### config.mk
export PLATFORM = sky130hd
export DESIGN_NAME = switch_box_cfg
export DESIGN_NICKNAME = d
export VERILOG_FILES = /design/src/rtl/switch_box_pkg.sv /design/src/rtl/sb_track_mux.sv /design/src/rtl/switch_box_cfg.sv
export SDC_FILE = /design/constraint.sdc
export NUM_CORES = 1
export LEC_CHECK = 0
export CAP_MARGIN = 10
export CORE_AREA = 2 2 155 157
export CTS_CLUSTER_DIAMETER = 150
export DETAILED_ROUTE_END_ITERATION = 8
export DIE_AREA = 0 0 157 159
export PLACE_DENSITY = 0.47
export RECOVER_POWER = 50
export SYNTH_ARGS = -nofsm -noshare
export SYNTH_HDL_FRONTEND = slang
export SYNTH_HIERARCHICAL = 1
export SYNTH_SLANG_ARGS = --single-unit
### constraint.sdc
create_clock -name clk -period 1.05 [get_ports clk]
set_input_delay 0.315 -clock clk [delete_from_list [all_inputs] [get_ports clk]]
set_output_delay 0.315 -clock clk [all_outputs]
set_load 0.1 [all_outputs]
### src/rtl/switch_box_pkg.sv
// switch_box_pkg: shared sizing helpers and select encodings for the configurable switch box
package switch_box_pkg;
   localparam int SEL_OFF = 0;
   localparam int PE_SEL_OFS = 0;
   function automatic int sel_w_f(input int num_sides, input int num_pe);
      return (num_sides + num_pe) > 2 ? $clog2(num_sides + num_pe) : 1;
   endfunction
   function automatic int cfg_words_f(input int cfg_bits);
      return (cfg_bits + 31) / 32;
   endfunction
endpackage

### src/rtl/sb_track_mux.sv
// sb_track_mux: decodes one output's select onto another side's same-track wire or a PE bit
module sb_track_mux import switch_box_pkg::*; #(
   parameter int NUM_SIDES = 4,
   parameter int NUM_PE = 1,
   parameter int SIDE = 0,
   localparam int SEL_W = sel_w_f(NUM_SIDES, NUM_PE)
) (
   input  logic [SEL_W-1:0]     sel_i,
   input  logic [NUM_SIDES-1:0] trk_i,
   input  logic [NUM_PE-1:0]    pe_i,
   output logic                 out_o
);
   int sel_int;
   assign sel_int = int'(sel_i);
   // other sides take selects 1.. in ascending order with own side skipped; PE bits follow
   always_comb begin
      out_o = 1'b0;
      if (sel_int != SEL_OFF) begin
         for (int i = 0; i < NUM_SIDES; i++)
            if (i != SIDE && sel_int == (i < SIDE ? i + 1 : i)) out_o = trk_i[i];
         for (int j = 0; j < NUM_PE; j++)
            if (sel_int == NUM_SIDES + PE_SEL_OFS + j) out_o = pe_i[j];
      end
   end
endmodule

### src/rtl/switch_box_cfg.sv
// switch_box_cfg: switch box with shadow/active config, atomic commit and readback; SWITCH_BOX_OUTPUT_REG_EN flops out_wires
module switch_box_cfg import switch_box_pkg::*; #(
   parameter int NUM_SIDES = 4,
   parameter int NUM_TRACKS = 4,
   parameter int NUM_PE = 1,
   parameter int ADDR_W = 4
) (
   input  logic                            clk,
   input  logic                            reset,
   input  logic [NUM_SIDES*NUM_TRACKS-1:0] in_wires,
   input  logic [NUM_PE-1:0]               pe_outputs,
   output logic [NUM_SIDES*NUM_TRACKS-1:0] out_wires,
   input  logic [31:0]                     config_data,
   input  logic [ADDR_W-1:0]               config_addr,
   input  logic                            config_en,
   input  logic                            config_commit,
   output logic [31:0]                     config_rd_data,
   output logic                            config_pending,
   output logic                            config_err
);
   localparam int NO = NUM_SIDES * NUM_TRACKS;
   localparam int SEL_W = sel_w_f(NUM_SIDES, NUM_PE);
   localparam int CFG_BITS = NO * SEL_W;
   localparam int CFG_WORDS = cfg_words_f(CFG_BITS);
   localparam int PAD_BITS = CFG_WORDS * 32;
   localparam logic [PAD_BITS-1:0] CFG_MASK = PAD_BITS'({CFG_BITS{1'b1}});

   logic [PAD_BITS-1:0] shadow_q, shadow_d, wr_vec;
   logic [CFG_BITS-1:0] active_q, active_d;
   logic [31:0]         rd_q, rd_d;
   logic                pend_q, pend_d, err_q, err_d, in_rng;
   logic [NO-1:0]       mux_out;

   // address decode drives readback, shadow write, commit and status next state
   always_comb begin
      wr_vec = shadow_q;
      rd_d = '0;
      in_rng = 1'b0;
      for (int w = 0; w < CFG_WORDS; w++)
         if (config_addr == ADDR_W'(w)) begin
            in_rng = 1'b1;
            rd_d = shadow_q[w*32 +: 32];
            if (config_en) wr_vec[w*32 +: 32] = config_data;
         end
      shadow_d = wr_vec & CFG_MASK;
      active_d = config_commit ? shadow_d[CFG_BITS-1:0] : active_q;
      pend_d = !config_commit && (pend_q || (config_en && in_rng));
      err_d = err_q || (config_en && !in_rng);
   end

   // configuration state; reset discards any uncommitted shadow contents
   always_ff @(posedge clk or negedge reset)
      if (!reset) begin
         shadow_q <= '0;
         active_q <= '0;
         rd_q <= '0;
         pend_q <= 1'b0;
         err_q <= 1'b0;
      end else begin
         shadow_q <= shadow_d;
         active_q <= active_d;
         rd_q <= rd_d;
         pend_q <= pend_d;
         err_q <= err_d;
      end

   assign config_rd_data = rd_q;
   assign config_pending = pend_q;
   assign config_err = err_q;

   for (genvar t = 0; t < NUM_TRACKS; t++) begin : g_trk
      logic [NUM_SIDES-1:0] trk;
      for (genvar s = 0; s < NUM_SIDES; s++) begin : g_side
         assign trk[s] = in_wires[s*NUM_TRACKS+t];
         sb_track_mux #(.NUM_SIDES(NUM_SIDES), .NUM_PE(NUM_PE), .SIDE(s)) u_mux (
            .sel_i(active_q[(s*NUM_TRACKS+t)*SEL_W +: SEL_W]),
            .trk_i(trk),
            .pe_i(pe_outputs),
            .out_o(mux_out[s*NUM_TRACKS+t])
         );
      end
   end

`ifdef SWITCH_BOX_OUTPUT_REG_EN
   logic [NO-1:0] out_q;
   // retime the routed outputs by one cycle
   always_ff @(posedge clk or negedge reset)
      if (!reset) out_q <= '0;
      else out_q <= mux_out;
   assign out_wires = out_q;
`else
   assign out_wires = mux_out;
`endif
endmodule

==> results of run 1 <==
==> repair_timing <==
action,CTS,global route
resized for setup,86,93
pin swaps,38,64
endpoints found under the hold margin,130,0
hold buffers,1,0
buffers inserted,14,11
setup endpoints to repair,180,147
cloned,14,0
==> worst register-to-register path, delay by kind of cell, from the launching register on <==
family	cells	cell delay [ns]
DFF	1	0.44
buffers and inverters	1	0.14
and+or+nand+nor	1	0.16
AOI/OAI and AO/OA	1	0.04
==> flip-flops by register name, summed over array words and instances (netlist names) <==
name            count
config_pending      1
config_rd_data     32
shadow_q           48
config_err          1
active_q           48
==> cell usage after synthesis <==
| cell type | number | area share, % |
|---|---|---|
| a21o_1 | 17 | 2.2 |
| a31oi_1 | 48 | 5.3 |
| a32oi_1 | 16 | 2.5 |
| and2_1 | 16 | 1.8 |
| buf_1 | 2 | 0.13 |
| buf_12 | 2 | 0.70 |
| buf_2 | 9 | 0.79 |
| buf_4 | 2 | 0.26 |
| buf_6 | 3 | 0.59 |
| clkbuf_1 | 16 | 1.1 |
| clkbuf_2 | 2 | 0.18 |
| dfrtp_1 | 130 | 57 |
| inv_1 | 17 | 1.1 |
| mux2i_1 | 16 | 2.8 |
| nand2_1 | 48 | 3.2 |
| nand3_1 | 48 | 4.2 |
| nand3b_1 | 32 | 4.2 |
| nor2_1 | 66 | 4.3 |
| nor2_2 | 1 | 0.11 |
| nor4b_4 | 1 | 0.42 |
| o21ai_0 | 24 | 2.1 |
| o21ai_1 | 20 | 1.8 |
| o21ai_2 | 20 | 3.1 |
| or3_1 | 1 | 0.11 |
| or4b_4 | 1 | 0.24 |
==> report_power, final <==
group	internal [W]	switching (W)	total (W)
clock network	0.00336	0.00242	0.00578
registers	0.00571	0.000779	0.00649
logic	0.00234	0.00309	0.00544
==> cell type report <==
class,instances,area (um^2),area share [%]
timing repair buffer,178,2595,25.48
inverter,17,63.81,0.6265
clock buffer,19,442.9,4.349
multi-input combinational,375,3253,31.94
clock inverter,13,128.9,1.265
tap,319,399.1,3.919
sequential,130,3302,32.42
==> per-layer routing <==
layer  part of all wire, %  wire length, um  up-vias  global-route usage, %
met5                     0                0        -                      0
met3                   3.3              688       13                  2.803
met4                   1.3              277        0                  5.338
met1                    45             9238     2523                  22.78
met2                    51            10550      111                  27.73
li1                      -                -     2317                      -
==> final timing paths <==
kind	start	endpoint	depth (start not counted)
hold / removal	config_en	config_err	3
max in group asynchronous	reset	config_rd_data[5]	3
hold reg to reg	shadow_q[6]	shadow_q[6]	2
setup reg to reg	active_q[46]	active_q[46]	3
min in group asynchronous	reset	active_q[18]	2
setup / recovery	active_q[12]	out_wires[4]	3
==> per-stage QoR <==
stage / util [%] / instances / TNS [ns] / worst slack (ns)
6_report: 43.91 / 1051 / -41.19 / -0.8759
5_1_grt: 43.91 / 1051 / -47.54 / -0.9206
4_1_cts: 42.19 / 1049 / -43.81 / -0.8888
3_5_place_dp: 36.32 / 988 / -130.01 / -0.9894
3_3_place_gp: 36.32 / 988 / -126.57 / -0.9651
2_1_floorplan: - / 558 / -49.41 / -0.5655
==> kinds of logic (layout without fill, tap and decap cells) <==
| kind of cell | after synthesis | in the layout |
|---|---|---|
| buffers and inverters | 53 | 227 |
| multiplexers | 16 | 16 |
| AND/OR/NAND/NOR | 214 | 214 |
| AO/OA/AOI/OAI | 145 | 145 |
| flip-flops | 130 | 130 |
==> summary.md, run 1 <==
| Metric | Value |
|---|---|
| Total number of vias | `between 4,000 and 5,000` |
| FP Rows | `56` |
| FILL cells | `2,133` |
| Wire per inst | `19.75 um` |
| Post-synthesis adder-cell area fraction | `0%` |
| Vias in the first global route | `between 5,000 and 6,000` |
| Relative slew slack | `roughly 73%` |
| Crit path DAT | `1.61 ns` |
| Critical path, cell by cell | `nand3b_1, a32oi_4, buf_12` |
| First-pass GRT wire length | `31,440 um` |
| Hold/Removal Path Class | `in2reg` |
| Post-synthesis sequential area ratio | `about 57%` |
| Simple-Gate Fraction of Synth Area | `18.54%` |
| Max stage delay cell, worst path | `dfrtp_2` |
| Die width | `between 150 and 200 um` |
| Core footprint | `about 23,000 um^2` |
| Post-Syn Area | `between 5000 and 6000 um^2` |
| # port buffers | `around 110` |
| Worst-path maximum fanout | `5` |
| Fin area | `10,180 um^2` |
| Clk_skew | `0.01685 ns` |
| Period utilisation layout | `183.4%` |
| Cell count after synthesis | `558` |
| CTS tree | `yes` |
| # DRC | `0` |
| Reg2reg setup slack | `0.14 ns` |
| PwrDens | `around 1700 nW/um^2` |
| Slew Limit Fails | `0` |
| Largest family of logic cells by synthesized area | `simple AND/OR/NAND/NOR gates` |
| CTS Buf Count | `17` |
| Clock Tree Buf Depth | `2` |
| CP bufs+invs | `1` |
| WP data required | `0.73 ns` |
| Post-synthesis register bit count | `between 100 and 150` |
| Initial antenna violation count | `0` |
| Largest net degree at the start of global routing | `72` |
| Warnings from Yosys | `6` |
| Post-synthesis mux area share | `2.805%` |
| RD Place Congestion | `0.7293` |
| Overall Power | `0.01771 W` |
| Leakage | `slightly above 4 nW` |
| TritonCTS Sinks | `130` |
| Worst-Margin Slew | `approximately 0.4 ns` |
| Share of cells above drive strength 1 | `40.85%` |
| Global-route usage over all layers | `16.91%` |
| Area of the die | `roughly 25,000 um^2` |
| Clk pin slew, worst setup/hold paths | `approximately 0.070 ns` |
| Failing checks | `negative setup slack` |
| Achievable frequency | `0.5192 GHz` |
| Max-cap violations | `0` |
| Commonest non-fill, non-tap cell in the layout | `dfrtp_1` |
| Syn Area/Cell | `~10 um^2` |
| DP HPWL | `between 10,000 and 15,000 um` |
| Run status | `finished with violations` |
| Worst setup SP type | `register` |
| # diodes | `0` |
| Antenna Nets Post-Route | `0` |
| GR Overflow Total | `0` |
| Hold Fails Final Rpt | `0` |
| Starting Density | `between 20% and 30%` |
| Critical path's top delay family | `flip-flops` |
| Max VDD drop | `a little under 0.7 mV` |
| Most frequent cells in the layout | `dfrtp_1, buf_12, nor2_1, nand2_1, o21ai_4` |
| Setup CP Type | `reg2out` |
| Clk root buf | `clkbuf_16` |
| DR iter-0 viols | `roughly 360` |
| Library cells used by synthesis | `25` |
| Net count after synthesis | `slightly above 600` |
| H-tree levels | `4` |
| Synth Area in XOR/XNOR | `0%` |
| Clock Latency Late Sink | `about 0.43 ns` |
| Final Critical Period | `a little under 2 ns` |
| Worst setup EP type | `primary output` |
| Net count, final | `slightly below 800` |
| Final setup vio count | `148` |
| Final hold slack | `0.2142 ns` |
| RSZ-0062 raised after global routing | `true` |
| I/O pin count | `approximately 110` |
| Area after DPL | `roughly 8400 um^2` |
| Max incr delay on CP | `roughly 0.44 ns` |
| Fin worst setup slack | `-0.8759 ns` |
| First drt pass iteration count | `5` |
| Synthesized-area fraction occupied by ao, oa, aoi and oai cells | `about 17%` |
| DR vias/cell | `~4.7` |
| Final WL | `between 20,000 and 25,000 um` |
| P&R area growth vs syn | `78.35%` |
| Die H | `about 160 um` |
Note: power is estimated with default switching activity, not from simulation.
==> inputs of run 2 (changes only) <==
--- a/config.mk
+++ b/config.mk
@@ -10,6 +10,7 @@
 export CTS_CLUSTER_DIAMETER = 150
 export DETAILED_ROUTE_END_ITERATION = 8
 export DIE_AREA = 0 0 157 159
+export GPL_TIMING_DRIVEN = 0
 export PLACE_DENSITY = 0.47
 export RECOVER_POWER = 50
 export SYNTH_ARGS = -nofsm -noshare
==> summary.md, run 2 (synthesized netlist as in run 1, its figures left out) <==
| Metric | Value |
|---|---|
| Layout Cells excl Fill | `1,041` |
| Worst-path maximum fanout | `5` |
| Achievable frequency | `between 0.5 and 0.6 GHz` |
| Clk_skew | `~0.02 ns` |
| GR Overflow Total | `0` |
| RSZ-0062 raised after global routing | `true` |
| Slew Limit Fails | `0` |
| Pre-CTS WS | `-2.420 ns` |
| # port buffers | `around 100` |
| Period utilisation layout | `182.9%` |
| I/O pin count | `~110` |
| R2R Path Start | `shadow_q[47]` |
| Final hold slack | `-0.03782 ns` |
| Area after DPL | `7717 um^2` |
| Failing checks | `negative hold slack, negative setup slack` |
| PwrDens | `approximately 1900 nW/um^2` |
| Global-route usage over all layers | `approximately 17%` |
| Largest net degree at the start of global routing | `86` |
| Core footprint | `roughly 23,000 um^2` |
| First-pass GRT wire length | `slightly above 30,000 um` |
| Die width | `roughly 160 um` |
| Reg2reg setup slack | `roughly 0.18 ns` |
| CTS tree | `yes` |
| Placed Cells incl. Taps | `approximately 1,000` |
| Starting Density | `about a quarter` |
| Post-layout util | `between 40% and 50%` |
| Most frequent cells in the layout | `dfrtp_1, nor2_1, a31oi_1, nand2_1, o21ai_4` |
| H-tree levels | `4` |
| Final Critical Period | `between 1.5 and 2 ns` |
| Run status | `finished with violations` |
| Setup CP Type | `reg2out` |
| Final WL | `20,380 um` |
| TritonCTS Sinks | `130` |
| Clock Latency Late Sink | `roughly 0.43 ns` |
| DP HPWL | `13,700 um` |
| Vias in the first global route | `about 5,100` |
| Antenna Nets Post-Route | `0` |
| Critical path origin | `active_q[46]` |
| Die H | `~160 um` |
| Worst R2R Path Depth | `2` |
| RD Place Congestion | `0.7901` |
| DR vias/cell | `4.646` |
| First drt pass iteration count | `5` |
| Total number of vias | `just under 5,000` |
| Clk pin slew, worst setup/hold paths | `0.06 ns` |
| Crit path DAT | `1.61 ns` |
| Share of cells above drive strength 1 | `a little under two fifths` |
| Area of the die | `about 25,000 um^2` |
| WP data required | `roughly 0.73 ns` |
| Fin area | `around 9500 um^2` |
| # diodes | `0` |
| Hold/Removal Path Class | `in2async` |
| P&R area growth vs syn | `66.17%` |
| CTS Buf Count | `17` |
| Wire per inst | `19.58 um` |
| Hold Fails Final Rpt | `45` |
| Fin worst setup slack | `-0.8700 ns` |
| Max-cap violations | `0` |
| Clock Tree Buf Depth | `2` |
| Worst-Margin Slew | `0.6931 ns` |
| Final setup vio count | `between 100 and 150` |
| # DRC | `0` |
| FP Rows | `56` |
| Setup TNS | `-45.34 ns` |
| Leakage | `3.963 nW` |
| Worst setup SP type | `register` |
| Worst flop-to-flop path endpoint | `config_rd_data[15]` |
| Relative slew slack | `53.79%` |
| Initial antenna violation count | `0` |
| Commonest non-fill, non-tap cell in the layout | `dfrtp_1` |
| Net count, final | `~770` |
| Worst setup EP type | `primary output` |
| FILL cells | `between 2,000 and 2,500` |
| Clk root buf | `clkbuf_16` |
| DR iter-0 viols | `273` |
| Max VDD drop | `between 0.7 and 0.8 mV` |
-- run 2: cell count changes in the layout (fill, tap and decap cells not counted), moves of 7 or more --
cell / before / now
clkbuf_1: 2 / 9
buf_4: 29 / 12
nand3_2: 10 / 3
nand3_4: 16 / 8
buf_8: 2 / 20
nand3_1: 22 / 37
buf_6: 10 / 33
buf_12: 75 / 27
-- run 2: where the power goes --
group          leakage, nW  internal, W  switching, W
registers             1.59      0.00571      0.000760
logic                 2.07      0.00206       0.00298
clock network        0.305      0.00417       0.00236
total                 3.96       0.0119       0.00610
-- run 2: how the worst max path moves through the flow --
stage	cells past startpoint	to	slack, ns
final	3	out_wires[15]	-0.87
after global routing	3	out_wires[15]	-0.91
after CTS	3	out_wires[15]	-0.89
after detailed placement	4	out_wires[15]	-2.42
after global placement	1	config_rd_data[4]	-6.37
after floorplan	2	out_wires[0]	-0.57
-- run 2: layer usage --
layer | global-route usage (%) | vias to the layer above | part of all wire, %
met2 | 26.57 | 93 | 49
met1 | 22.82 | 2436 | 47
li1 | - | 2299 | -
met3 | 3.538 | 8 | 2.9
met5 | 0 | - | 0
met4 | 3.586 | 0 | 0.62
-- run 2: timing repair --
item	CTS	global route
cloned	5	2
pin swaps	44	58
endpoints found under the hold margin	45	45
setup endpoints to repair	180	162
resized for setup	486	73
setup buffers	19	7
-- run 2: cell type report --
| type | instances | area (um^2) | share of cell area [%] |
|---|---|---|---|
| buffer | 33 | 305.3 | 3.217 |
| clock inverter | 12 | 177.7 | 1.872 |
| inverter | 17 | 63.81 | 0.6725 |
| multi-input combinational | 375 | 3030 | 31.94 |
| timing repair buffer | 135 | 1745 | 18.39 |
| tap | 319 | 399.1 | 4.206 |
| sequential | 130 | 3301 | 34.78 |
| clock buffer | 20 | 466.7 | 4.918 |
-- run 2: critical path, cell delays in order (launching register included) --
cell	delay, ns
dfrtp_1	0.43
nand3b_1	0.22
a32oi_4	0.32
buf_12	0.21
-- run 2: metrics by stage --
step / hold slack [ns] / total power, W
3_5_place_dp: 0.2907 / 0.01068
2_1_floorplan: 0.01941 / 0.009366
4_1_cts: -0.1543 / 0.01793
3_3_place_gp: 0.4498 / 0.01061
6_report: -0.03782 / 0.01804
5_1_grt: 0.01052 / 0.01876
